==> config.mk <==
export PLATFORM = sky130hd
export DESIGN_NAME = mem_port_arbiter
export DESIGN_NICKNAME = d
export VERILOG_FILES = /design/src/rtl/mem_port_arbiter.sv
export SDC_FILE = /design/constraint.sdc
export NUM_CORES = 1
export LEC_CHECK = 0
export BUFFER_PORTS_ARGS = -buffer_cell sky130_fd_sc_hd__buf_2
export CAP_MARGIN = 20
export CORE_ASPECT_RATIO = 2
export CORE_MARGIN = 3
export CORE_UTILIZATION = 30
export DETAILED_ROUTE_END_ITERATION = 8
export PLACE_DENSITY = 0.58
export SLEW_MARGIN = 10
export SYNTH_ARGS = -nofsm -noshare
export SYNTH_HDL_FRONTEND = slang
export SYNTH_SLANG_ARGS = --single-unit
==> constraint.sdc <==
create_clock -name clk -period 2.8 [get_ports clk]
set_input_delay 0.56 -clock clk [delete_from_list [all_inputs] [get_ports clk]]
set_output_delay 0.56 -clock clk [all_outputs]
set_load 0.02 [all_outputs]
==> src/rtl/mem_port_arbiter.sv <==
// Two-master arbiter for a single shared synchronous RAM port.
// Round-robin contest in IDLE, bounded lock ownership, one-cycle read return.
module mem_port_arbiter #(
  parameter int LOCK_MAX = 8
) (
  input  logic        clk,
  input  logic        rst_n,
  input  logic        m0_req,
  input  logic        m0_lock,
  input  logic [3:0]  m0_we,
  input  logic [17:0] m0_addr,
  input  logic [31:0] m0_wdata,
  output logic        m0_gnt,
  output logic        m0_rvalid,
  output logic [31:0] m0_rdata,
  input  logic        m1_req,
  input  logic        m1_lock,
  input  logic [3:0]  m1_we,
  input  logic [17:0] m1_addr,
  input  logic [31:0] m1_wdata,
  output logic        m1_gnt,
  output logic        m1_rvalid,
  output logic [31:0] m1_rdata,
  output logic [17:0] ram_addr,
  output logic [3:0]  ram_we,
  output logic [31:0] ram_wdata,
  input  logic [31:0] ram_rdata
);

  localparam int CW = $clog2(LOCK_MAX + 1);

  typedef enum logic [1:0] {
    IDLE = 2'd0,
    OWN0 = 2'd1,
    OWN1 = 2'd2
  } state_t;

  state_t        state;
  state_t        nxt_state;
  logic          rr;
  logic          nxt_rr;
  logic [CW-1:0] lock_cnt;
  logic [CW-1:0] nxt_cnt;
  logic          g0;
  logic          g1;
  logic          ptr;
  logic          other_req;
  logic          limit_hit;
  logic          rsp_pend;
  logic          rsp_owner;
  logic [17:0]   addr_q;
  logic [31:0]   wdata_q;
  logic [31:0]   rdata0_q;
  logic [31:0]   rdata1_q;

  assign other_req = (state == OWN0) ? m1_req : m0_req;

  // An owner that has used up its lock budget while the other master waits
  // loses the cycle: it is arbitrated as IDLE with the pointer on the waiter.
  assign limit_hit = ((state == OWN0) || (state == OWN1)) && other_req &&
                     (lock_cnt == CW'(LOCK_MAX));

  always_comb begin
    g0        = 1'b0;
    g1        = 1'b0;
    ptr       = rr;
    nxt_state = state;
    nxt_rr    = rr;
    nxt_cnt   = lock_cnt;
    if ((state == IDLE) || limit_hit) begin
      if (limit_hit) ptr = (state == OWN0);
      if (m0_req && (!m1_req || !ptr)) g0 = 1'b1;
      else if (m1_req)                 g1 = 1'b1;
      nxt_state = IDLE;
      nxt_cnt   = '0;
      if (g0) begin
        nxt_rr = 1'b1;
        if (m0_lock) begin
          nxt_state = OWN0;
          nxt_cnt   = CW'(1);
        end
      end
      if (g1) begin
        nxt_rr = 1'b0;
        if (m1_lock) begin
          nxt_state = OWN1;
          nxt_cnt   = CW'(1);
        end
      end
    end else if (state == OWN0) begin
      if (m0_req)      g0 = 1'b1;
      else if (m1_req) g1 = 1'b1;
      if (g0 && m1_req && (lock_cnt != CW'(LOCK_MAX))) nxt_cnt = lock_cnt + CW'(1);
      if (!m0_lock) begin
        nxt_state = IDLE;
        nxt_cnt   = '0;
      end
    end else if (state == OWN1) begin
      if (m1_req)      g1 = 1'b1;
      else if (m0_req) g0 = 1'b1;
      if (g1 && m0_req && (lock_cnt != CW'(LOCK_MAX))) nxt_cnt = lock_cnt + CW'(1);
      if (!m1_lock) begin
        nxt_state = IDLE;
        nxt_cnt   = '0;
      end
    end else begin
      nxt_state = IDLE;
      nxt_cnt   = '0;
    end
  end

  // Grants are suppressed while reset is held so the RAM port stays quiet.
  assign m0_gnt = g0 & rst_n;
  assign m1_gnt = g1 & rst_n;

  assign ram_we    = m0_gnt ? m0_we    : (m1_gnt ? m1_we    : 4'b0000);
  assign ram_addr  = m0_gnt ? m0_addr  : (m1_gnt ? m1_addr  : addr_q);
  assign ram_wdata = m0_gnt ? m0_wdata : (m1_gnt ? m1_wdata : wdata_q);

  always_ff @(posedge clk or negedge rst_n) begin
    if (!rst_n) begin
      state    <= IDLE;
      rr       <= 1'b0;
      lock_cnt <= '0;
    end else begin
      state    <= nxt_state;
      rr       <= nxt_rr;
      lock_cnt <= nxt_cnt;
    end
  end

  // The owner tag remembers who issued the read so the response is routed
  // correctly no matter what is granted during the response cycle.
  always_ff @(posedge clk or negedge rst_n) begin
    if (!rst_n) begin
      rsp_pend  <= 1'b0;
      rsp_owner <= 1'b0;
      addr_q    <= '0;
      wdata_q   <= '0;
      rdata0_q  <= '0;
      rdata1_q  <= '0;
    end else begin
      rsp_pend <= (m0_gnt && (m0_we == 4'b0000)) || (m1_gnt && (m1_we == 4'b0000));
      if (m0_gnt || m1_gnt) begin
        rsp_owner <= m1_gnt;
        addr_q    <= ram_addr;
        wdata_q   <= ram_wdata;
      end
      if (m0_rvalid) rdata0_q <= ram_rdata;
      if (m1_rvalid) rdata1_q <= ram_rdata;
    end
  end

  assign m0_rvalid = rsp_pend & ~rsp_owner;
  assign m1_rvalid = rsp_pend &  rsp_owner;
  assign m0_rdata  = m0_rvalid ? ram_rdata : rdata0_q;
  assign m1_rdata  = m1_rvalid ? ram_rdata : rdata1_q;

endmodule

==> out/qor.yml <==
status: "finished with violations"
violations: "negative setup slack"
num_rows: 71
fmax_mhz: 298
die_x_um: 104
clockBufferDepth: 2
final_common_cell: "buf_2"
dp_hpwl_mm: 14.0
synth_edf_count: 0
instances_no_fill: 1043
synth_flop_cell: "dfrtp_1"
boundaryPins: 268
core_region_area_um2: 18800
routed_wl_mm: 21.6
slew_violations: 0
fin_tns_setup_ps: -28100
first_global_vias: 6033
ant_nets: 0
drc_errors: 0
end_kind: "output pin"
tightest_slew_ps: 823
portBuffers: 267
synth_top_area_frac: 0.534
slew_headroom: 0.451
worst_setup_path_start_kind: "flop"
drt-pass1-iter-count: 4
fin_worst_skew_ps: 10.0
start_util: 0.306
die_height_um: 202
final_cell_area_um2: 9040
holdBufCountCts: 0
reg2reg_depth: 11
max_cap_violations: 0
synth.cell_area_um2: 5770
leakage_nw: 4.66
grt_antenna_before_repair: 6
clock_latency_ps: 420
die_area_um2: 21000
via_per_inst: 5.28
synth_nets: 601
cp_data_required_time_ps: 2240
worst_slack_ps: -558
synth.avg_cell_area_um2: 12.8
rr_startpoint: "state[0]$_DFFE_PN0P_"
hold_viol_final: 0
path_class: "reg2out"
r2r_slack_ps: 90
fin_nets: 923
worstPathMaxFanout: 7
path_clk_slew_ps: 60
drive_gt1_frac: 0.597
htreeDepth: 4
async_reset_ff_frac: 1.00
fill_cells: 1760
timing.rr.end: "wdata_q[1]$_DFFE_PN0P_"
ys.warnings.count: 0
place_ws_ps: -180
cp.arrival_ps: 2800
min_period_ps: 3360
min_path_type: "in2async"
period_share: 1.20
grt_usage: 0.196
placed_cells: 976
mostFrequentLayoutCells: "244 x buf_2, 123 x dfrtp_1, 100 x a221o_1"
rsz0062_at_grt: "yes"
drt_iter0_drc: 214
synth_area_leaders: "dfrtp_1 53%, a221o_1 17%, mux2_2 13%, and3_1 5.4%, buf_2 1.5%"
ys_types: 38
seq_area_frac_synth: 0.534
cts_tree: "done"
grt_max_degree: 66
dpl-instance-area_um2: 7680
clkSinkCount: 123
place_congestion: 0.846
finalPower_mw: 8.03
setup_violations: 56
powerDensity_nw_per_um2: 888
grt_first_pass_wirelength_mm: 32.2
syn_inst: 450
vias: 5504
gr-total-overflow: 0
ys_ff_latch: 123
routedWlPerCell_um: 20.7
numCtsBuffers: 17
root_buffer: "clkbuf_16"
yosysTopAreaCell: "dfrtp_1"
syn2layout_area_growth_pct: 56.8
irDropWorstVdd_mv: 0.349
-- routing by layer --
| metal | global-route usage | wire, um |
|---|---|---|
| met1 | 0.196 | 7580 |
| met2 | 0.365 | 12000 |
| met3 | 0.0483 | 1170 |
| met4 | 0.108 | 818 |
| met5 | 0 | 34 |
-- where the power goes --
part | switching, mW | internal [mW]
Sequential | 0.233 | 2.33
Combinational | 1.79 | 1.53
Clock | 0.853 | 1.30
-- state kept, by name (all words and copies together) (netlist names) --
signal and flops:
rdata0_q 32, rdata1_q 32, wdata_q 32, addr_q 18, lock_cnt 4, state 2
rr 1, rsp_owner 1, rsp_pend 1
-- repair_timing --
| item | 4_1_cts | 5_1_grt |
|---|---|---|
| resized for setup | 61 | 15 |
| pin swaps | 7 | 3 |
| endpoints found under the setup margin | 56 | 56 |
| buffers inserted | 14 | 7 |
| cloned | 7 | 5 |
-- cells in the mapped netlist (all sizes together) (2+ instances only) --
cell type / n
a21o: 3
a21oi: 7
a221o: 100
a22o: 4
and2: 3
and3: 50
buf: 21
clkbuf: 22
dfrtp: 123
ha: 5
inv: 8
mux2: 65
mux2i: 2
nand2: 7
nand3: 2
nor2: 6
nor2b: 2
o21ai: 4
o22ai: 2
o311a: 2
xor2: 2
-- worst max-delay path by stage --
stage / start / cells after the start / endpoint
finish: state[0]$_DFFE_PN0P_ / 13 / ram_wdata[19]
global route: state[1]$_DFFE_PN0P_ / 13 / ram_wdata[19]
CTS: state[0]$_DFFE_PN0P_ / 9 / ram_addr[14]
detailed placement: state[1]$_DFFE_PN0P_ / 10 / ram_addr[14]
global placement: state[1]$_DFFE_PN0P_ / 10 / ram_wdata[31]
floorplan: state[0]$_DFFE_PN0P_ / 10 / ram_addr[0]
-- final cells by class --
cell class / count / area [um2] / area share
Antenna cell: 3 / 7.51 / 0.000830
Timing Repair Buffer: 346 / 2420 / 0.267
Tap cell: 255 / 319 / 0.0353
Multi-Input combinational cell: 276 / 2600 / 0.288
Inverter: 8 / 37.5 / 0.00415
Clock inverter: 12 / 115 / 0.0127
Sequential cell: 123 / 3080 / 0.340
Clock buffer: 20 / 467 / 0.0516
-- metrics by stage --
| stage | hold slack [ps] | util |
|---|---|---|
| after CTS | 132 | 0.468 |
| after floorplan | 264 | - |
| final | 149 | 0.480 |
| after global routing | 163 | 0.480 |
| after global placement | 475 | 0.408 |
| after detailed placement | 483 | 0.408 |
-- worst max-delay path, cell delays in order (launching register included) --
cell and delay (ps):
dfrtp_1 370, inv_2 60, ha_4 250, and4b_2 300
buf_4 140, a21oi_2 30, o21ai_2 140, buf_4 140
a21oi_4 50, buf_12 140, buf_12 130, clkbuf_16 160
a221o_1 320, buf_6 140
-- logic make-up after synthesis --
logic type / Yosys count / synth area share
and+or+nand+nor: 77 / 0.0783
adders and majority gates: 5 / 0.0108
xor gates and xnor gates: 2 / 0.00304
muxes: 67 / 0.130
DFF: 123 / 0.534
AOI/OAI and AO/OA: 125 / 0.206
buffers and inverters: 51 / 0.0375
No activity file was read; power rests on OpenSTA's default activity.
